`src/rtl/core_defines.sv`:
```
// Shared RV32 core definitions: decoded op codes, hazard FSM state and control types,
// and the register-usage decode helpers used by the hazard logic.
package core_defines;

  localparam int unsigned OP_BITS = 4;

  localparam logic [OP_BITS-1:0] OP_NOP  = 4'd0;
  localparam logic [OP_BITS-1:0] OP_ADD  = 4'd1;
  localparam logic [OP_BITS-1:0] OP_SUB  = 4'd2;
  localparam logic [OP_BITS-1:0] OP_ADDI = 4'd3;
  localparam logic [OP_BITS-1:0] OP_LW   = 4'd4;
  localparam logic [OP_BITS-1:0] OP_LB   = 4'd5;
  localparam logic [OP_BITS-1:0] OP_SW   = 4'd6;
  localparam logic [OP_BITS-1:0] OP_SB   = 4'd7;
  localparam logic [OP_BITS-1:0] OP_BEQ  = 4'd8;

  typedef enum logic [1:0] {
    ST_RUN    = 2'd0,
    ST_HAZ    = 2'd1,
    ST_FREEZE = 2'd2,
    ST_FLUSH  = 2'd3
  } hz_state_t;

  typedef struct packed {
    logic pc_stall;
    logic d_stall;
    logic ex_bubble;
    logic fd_flush;
  } hz_ctrl_t;

  function automatic logic uses_reg_a(input logic [OP_BITS-1:0] op);
    case (op)
      OP_ADD, OP_SUB, OP_ADDI, OP_LW, OP_LB,
      OP_SW, OP_SB, OP_BEQ: return 1'b1;
      OP_NOP:               return 1'b0;
      default:              return 1'b0;
    endcase
  endfunction

  function automatic logic uses_reg_b(input logic [OP_BITS-1:0] op);
    case (op)
      OP_ADD, OP_SUB, OP_SW, OP_SB, OP_BEQ: return 1'b1;
      default:                              return 1'b0;
    endcase
  endfunction

  // Writes to x0 are architecturally discarded, so they never count as a writer.
  function automatic logic writes_rd(input logic [OP_BITS-1:0] op, input logic rd_nonzero);
    case (op)
      OP_ADD, OP_SUB, OP_ADDI, OP_LW, OP_LB: return rd_nonzero;
      default:                               return 1'b0;
    endcase
  endfunction

endpackage

```
`src/rtl/hazard_sb.sv`:
```
// Three-slot (EX, MEM, WB) scoreboard of in-flight register writers with a
// decode-source match against the EX and MEM slots.
module hazard_sb #(
  parameter int REG_W = 5
) (
  input  logic             clock,
  input  logic             reset,
  input  logic             advance,
  input  logic             ins_valid,
  input  logic [REG_W-1:0] ins_rd,
  input  logic             ins_wr,
  input  logic             use_a,
  input  logic [REG_W-1:0] src_a,
  input  logic             use_b,
  input  logic [REG_W-1:0] src_b,
  output logic             src_match,
  output logic             wb_valid,
  output logic [REG_W-1:0] wb_rd,
  output logic             wb_wr
);

  logic             ex_valid;
  logic [REG_W-1:0] ex_rd;
  logic             ex_wr;
  logic             mem_valid;
  logic [REG_W-1:0] mem_rd;
  logic             mem_wr;
  logic             hit_a;
  logic             hit_b;

  // Slots shift only when the pipeline advances; otherwise every slot holds.
  always_ff @(posedge clock or negedge reset) begin
    if (!reset) begin
      ex_valid  <= 1'b0;
      ex_rd     <= '0;
      ex_wr     <= 1'b0;
      mem_valid <= 1'b0;
      mem_rd    <= '0;
      mem_wr    <= 1'b0;
      wb_valid  <= 1'b0;
      wb_rd     <= '0;
      wb_wr     <= 1'b0;
    end else if (advance) begin
      wb_valid  <= mem_valid;
      wb_rd     <= mem_rd;
      wb_wr     <= mem_wr;
      mem_valid <= ex_valid;
      mem_rd    <= ex_rd;
      mem_wr    <= ex_wr;
      ex_valid  <= ins_valid;
      ex_rd     <= ins_rd;
      ex_wr     <= ins_wr;
    end
  end

  // WB is left out on purpose: the register file forwards a same-cycle write to readers.
  always_comb begin
    hit_a = (src_a != '0) &&
            ((ex_valid && ex_wr && (ex_rd == src_a)) ||
             (mem_valid && mem_wr && (mem_rd == src_a)));
    hit_b = (src_b != '0) &&
            ((ex_valid && ex_wr && (ex_rd == src_b)) ||
             (mem_valid && mem_wr && (mem_rd == src_b)));
    src_match = (use_a && hit_a) || (use_b && hit_b);
  end

endmodule

```
`src/rtl/hazard_ctrl.sv`:
```
// Pipeline sequencing controller: stall, bubble and flush generation around decode,
// write-back enable from the scoreboard, and a saturating stall-cycle counter.
module hazard_ctrl import core_defines::*; #(
  parameter int OP_W  = 4,
  parameter int REG_W = 5,
  parameter int CNT_W = 32
) (
  input  logic             clock,
  input  logic             reset,
  input  logic             d_valid,
  input  logic [OP_W-1:0]  d_op,
  input  logic [REG_W-1:0] d_regA,
  input  logic [REG_W-1:0] d_regB,
  input  logic [REG_W-1:0] d_regD,
  input  logic             br_taken,
  input  logic             mem_busy,
  output logic             pc_stall,
  output logic             d_stall,
  output logic             ex_bubble,
  output logic             fd_flush,
  output logic             wb_en,
  output logic [REG_W-1:0] wb_reg,
  output logic [CNT_W-1:0] stall_cnt
);

  hz_state_t          state_q;
  hz_state_t          state_d;
  hz_ctrl_t           ctrl;
  logic [OP_BITS-1:0] op;
  logic               use_a;
  logic               use_b;
  logic               d_writes;
  logic               src_match;
  logic               hazard;
  logic               ins_valid;
  logic [REG_W-1:0]   ins_rd;
  logic               ins_wr;
  logic               sb_wb_valid;
  logic [REG_W-1:0]   sb_wb_rd;
  logic               sb_wb_wr;

  assign op       = OP_BITS'(d_op);
  assign use_a    = d_valid && uses_reg_a(op);
  assign use_b    = d_valid && uses_reg_b(op);
  assign d_writes = writes_rd(op, d_regD != '0);

  // In FLUSH the D/EX register carries a squashed slot, so its sources are meaningless.
  assign hazard = src_match && (state_q != ST_FLUSH);

  assign ins_valid = d_valid && !ctrl.ex_bubble;
  assign ins_rd    = ctrl.ex_bubble ? '0 : d_regD;
  assign ins_wr    = d_writes && !ctrl.ex_bubble;

  hazard_sb #(
    .REG_W(REG_W)
  ) u_sb (
    .clock     (clock),
    .reset     (reset),
    .advance   (!mem_busy),
    .ins_valid (ins_valid),
    .ins_rd    (ins_rd),
    .ins_wr    (ins_wr),
    .use_a     (use_a),
    .src_a     (d_regA),
    .use_b     (use_b),
    .src_b     (d_regB),
    .src_match (src_match),
    .wb_valid  (sb_wb_valid),
    .wb_rd     (sb_wb_rd),
    .wb_wr     (sb_wb_wr)
  );

  always_ff @(posedge clock or negedge reset) begin
    if (!reset) begin
      state_q <= ST_RUN;
    end else begin
      state_q <= state_d;
    end
  end

  // A memory freeze outranks a taken branch, which outranks a data hazard.
  always_comb begin
    state_d = ST_RUN;
    if (mem_busy) begin
      state_d = ST_FREEZE;
    end else if (br_taken) begin
      state_d = ST_FLUSH;
    end else if (hazard) begin
      state_d = ST_HAZ;
    end
  end

  always_comb begin
    ctrl = '0;
    if (mem_busy) begin
      ctrl.pc_stall = 1'b1;
      ctrl.d_stall  = 1'b1;
    end else if (br_taken) begin
      ctrl.ex_bubble = 1'b1;
      ctrl.fd_flush  = 1'b1;
    end else if (hazard) begin
      ctrl.pc_stall  = 1'b1;
      ctrl.d_stall   = 1'b1;
      ctrl.ex_bubble = 1'b1;
    end
  end

  assign pc_stall  = ctrl.pc_stall;
  assign d_stall   = ctrl.d_stall;
  assign ex_bubble = ctrl.ex_bubble;
  assign fd_flush  = ctrl.fd_flush;

  // A writer parked in WB during a freeze retires on the first free cycle, so it writes once.
  assign wb_en  = sb_wb_valid && sb_wb_wr && !mem_busy;
  assign wb_reg = sb_wb_rd;

  always_ff @(posedge clock or negedge reset) begin
    if (!reset) begin
      stall_cnt <= '0;
    end else if (ctrl.pc_stall && (stall_cnt != '1)) begin
      stall_cnt <= stall_cnt + CNT_W'(1);
    end
  end

endmodule

```
`config.mk`:
```
export PLATFORM = sky130hd
export DESIGN_NAME = hazard_ctrl
export DESIGN_NICKNAME = d
export VERILOG_FILES = /design/src/rtl/core_defines.sv /design/src/rtl/hazard_sb.sv /design/src/rtl/hazard_ctrl.sv
export SDC_FILE = /design/constraint.sdc
export NUM_CORES = 1
export LEC_CHECK = 0
export ABC_AREA = 1
export CORE_MARGIN = 1
export CORE_UTILIZATION = 30
export DETAILED_ROUTE_END_ITERATION = 10
export GPL_TIMING_DRIVEN = 0
export SYNTH_ARGS = -nofsm -noshare
export SYNTH_HDL_FRONTEND = slang
export SYNTH_SLANG_ARGS = --single-unit
```
`constraint.sdc`:
```
create_clock -name clock -period 1.9 [get_ports clock]
set_input_delay 0.285 -clock clock [delete_from_list [all_inputs] [get_ports clock]]
set_output_delay 0.285 -clock clock [all_outputs]
set_load 0.05 [all_outputs]
```
==> results by group <==
Power
  • Flop pwr share: 42.7%
  • Leak Pwr: 2.63 nW
  • Clk pwr share: 30.0%
  • VDD IR-drop max: 0.386 mV
  • Internal Power: 2.16 mW
  • Pwr per Cell Area: 655 mW/mm²
  • Power Total: 3.24 mW
  • Psw: 1.08 mW
  • Switching share of power: 33.3%
  • Gate power share: 27.2%

Yosys
  • Gate Count Post-Synth: 504
  • Netlist cell types: 31
  • Synth Cell Area: 0.00342 mm²
  • Synth Area per Inst: 6.79 µm²
  • Synth Warn #: 0
  • Syn nets: 529
  • Register area share after synthesis: 40.2%
  • Yosys reg bits: 55

Die
  • Core region area: 0.0110 mm²
  • Placement row count: 38
  • Top Ports: 66
  • Die ar.: 0.0118 mm²
  • Die Y: 109 µm
  • Starting density of the core: 31.2%
  • DIE WIDTH: 109 µm

Clock tree
  • Post-cts hold buffer count: 0
  • Clock Latency Late Sink: 290 ps
  • Root buffer cell: clkbuf_16
  • Clk sink count: 55
  • CTS tree: yes
  • Clock buffer depth: 2
  • Number of buffers created by CTS: 5
  • H-tree depth: 2
  • Clk slew on worst S/H paths: 70 ps

Status
  • Violated checks: negative setup slack
  • Status: complete, but fails checks

Detailed routing
  • Avg Vias per Cell: 4.76
  • DRC viols: 0
  • DR WL/cell: 13.7 µm
  • DRT antenna net count: 0
  • Number of iterations in the first detailed-routing pass: 4
  • Vias: 3,580
  • Initial DRC Count: 183
  • WL final: 10.3 mm

Critical path
  • Worst EP arrival: 1810 ps
  • Critical Path End Type: output pin
  • R2R setup slack: -10 ps
  • Startpoint types: primary input
  • Required time of the worst setup path: 1620 ps
  • CP max FO: 3
  • Worst Path Class, Setup: in -> out

STA
  • RSZ-0062 raised after global routing: yes
  • Fmax: 476 MHz
  • Rel. slew slack: 54.1%
  • Worst Tran Pin Value: 689 ps
  • Hold Violations, Final: 0
  • Min Clock Period, post-route: 2100 ps
  • Hold_ws: 21.5 ps
  • Max-slew violations: 0
  • Period utilization: 110%
  • Final setup vio count: 9
  • Clk_skew: 6.95 ps
  • Final WS setup: -199 ps

Placed design
  • DP HPWL: 7.22 mm
  • Gpl congestion: 0.835
  • Buffers added on ports: 65

Layout
  • Layout cells sized above 1: 19.4%
  • Diode count: 0
  • P&R area growth vs syn: 44.4%
  • Post-layout nets: 636

GRT
  • Vias in the first global route: 3,547
  • Total GRT Usage: 17.8%
  • Initial antenna violation count: 0
  • First-pass GRT wire length: 16.5 mm
  • Global route overflow: 0
  • Pin count of the biggest net entering global routing: 30

Min path
  • Hold Path Class: in -> async

Job
  • Max-Cap Viols: 0
## critical path, cell delays in order
cell and delay, ps:
clkdlybuf4s50_1 450, nand3_1 110, o21ai_1 100, a31oi_1 170, nand2_1 80, nand2_2 80, nand3_2 80, nand2_4 100
buf_8 110, buf_6 90, buf_8 130
## cell usage in the layout, fill, tap and decap left out, types with 6 or more instances in the layout
master / count
nand2_1: 187
inv_1: 56
nand3_1: 54
dfrtp_1: 46
nor2_1: 33
clkdlybuf4s50_1: 33
buf_4: 31
dlygate4sd2_1: 15
inv_2: 14
xor2_1: 12
nor2_2: 11
o21ai_0: 11
dlymetal6s2s_1: 11
dfrtp_2: 9
buf_8: 7
xnor2_1: 6
o22ai_1: 6
clkbuf_16: 6
## path summary, 6_finish.rpt
path | start | to | cells after the start
min reg2reg | u_sb.wb_valid | u_sb.wb_valid | 2
max reg2reg | stall_cnt[1] | stall_cnt[1] | 9
max | d_op[0] | pc_stall | 11
max in group asynchronous | reset | stall_cnt[7] | 2
min | reset | u_sb.wb_rd[3] | 1
min in group clock | u_sb.wb_valid | u_sb.wb_valid | 2
## state kept, by name (all words and copies together), names as in the netlist
| name | cells |
|---|---|
| u_sb.wb_rd | 5 |
| state_q | 2 |
| u_sb.ex_rd | 5 |
| u_sb.mem_valid | 1 |
| u_sb.mem_wr | 1 |
| u_sb.ex_valid | 1 |
| u_sb.wb_valid | 1 |
| u_sb.ex_wr | 1 |
| stall_cnt | 32 |
| u_sb.wb_wr | 1 |
| u_sb.mem_rd | 5 |
## cell usage after synthesis
library cell	number	share of area [%]
nand2_1	191	21
inv_1	66	7.2
nand3_1	57	8.3
dfrtp_1	55	40
nor2_1	42	4.6
o21ai_0	14	2.0
xor2_1	12	3.1
o22ai_1	7	1.3
nor3_1	6	0.88
xnor2_1	6	1.5
buf_2	5	0.73
inv_2	5	0.55
nand4_1	5	0.91
nor2_2	5	0.91
clkbuf_1	4	0.44
a21oi_1	3	0.44
buf_6	3	0.99
nand2_2	3	0.55
nor3_2	2	0.59
nor4_1	2	0.37
a31oi_1	1	0.18
buf_4	1	0.22
ha_1	1	0.37
nand3b_4	1	0.59
nand4_2	1	0.37
nor2_4	1	0.33
nor3_4	1	0.48
nor3b_1	1	0.22
o21a_1	1	0.22
o21ai_1	1	0.15
o311ai_0	1	0.26
## through the flow
step                      TNS, ps  worst slack, ps  instances  cell area, µm²  utilization [%]
after floorplan             -8.19            -8.19        504            3450                -
after global placement     -88670            -1510        709            4270             38.9
after detailed placement   -16780            -1250        710            4290             39.1
after CTS                    -613             -201        742            4720             43.0
after global routing        -4370             -336        752            4940             45.0
final                        -466             -199        752            4940             45.0
## per-layer routing
| layer | vias up | wire length [µm] | global-route usage (%) |
|---|---|---|---|
| li1 | 1782 | - | - |
| met1 | 1696 | 4730 | 23.0 |
| met2 | 88 | 4890 | 30.7 |
| met3 | 14 | 515 | 2.93 |
| met4 | 0 | 128 | 4.92 |
| met5 | - | 0 | 0 |
## power by group through the flow
stage	combinational, mW	clock [mW]	sequential [mW]
floorplan	0.271	0	1.58
global placement	0.748	0	1.40
detailed placement	0.756	0	1.40
CTS	0.832	1.00	1.38
global route	0.959	1.04	1.40
finish	0.881	0.972	1.38
## cells by family (layout without fill, tap and decap cells)
| logic type | after synthesis | count (layout) | share of synthesized area, % |
|---|---|---|---|
| AO/OA/AOI/OAI | 28 | 28 | 4.57 |
| buffers and inverters | 84 | 192 | 10.2 |
| XOR/XNOR | 18 | 18 | 4.61 |
| adder cells (fa/ha/maj) | 1 | 1 | 0.366 |
| AND/OR/NAND/NOR | 318 | 318 | 40.1 |
| flip-flops | 55 | 55 | 40.2 |
## repair_timing
action,CTS,global route
setup buffers,24,11
cloned,1,1
endpoints found under the setup margin,40,48
pin swaps,18,11
gates resized for setup,85,44
## cell type report
type                    count  area [µm²]
plain buffers              13         143
clock buffers               7         143
clock inverters             1        8.76
fillers                  1104        6040
inverters                  71         272
multi-input cells         365        1830
flip-flops and latches     55        1390
well taps                 140         175
repair buffers            100         981
No activity file was read; power rests on OpenSTA's default activity.
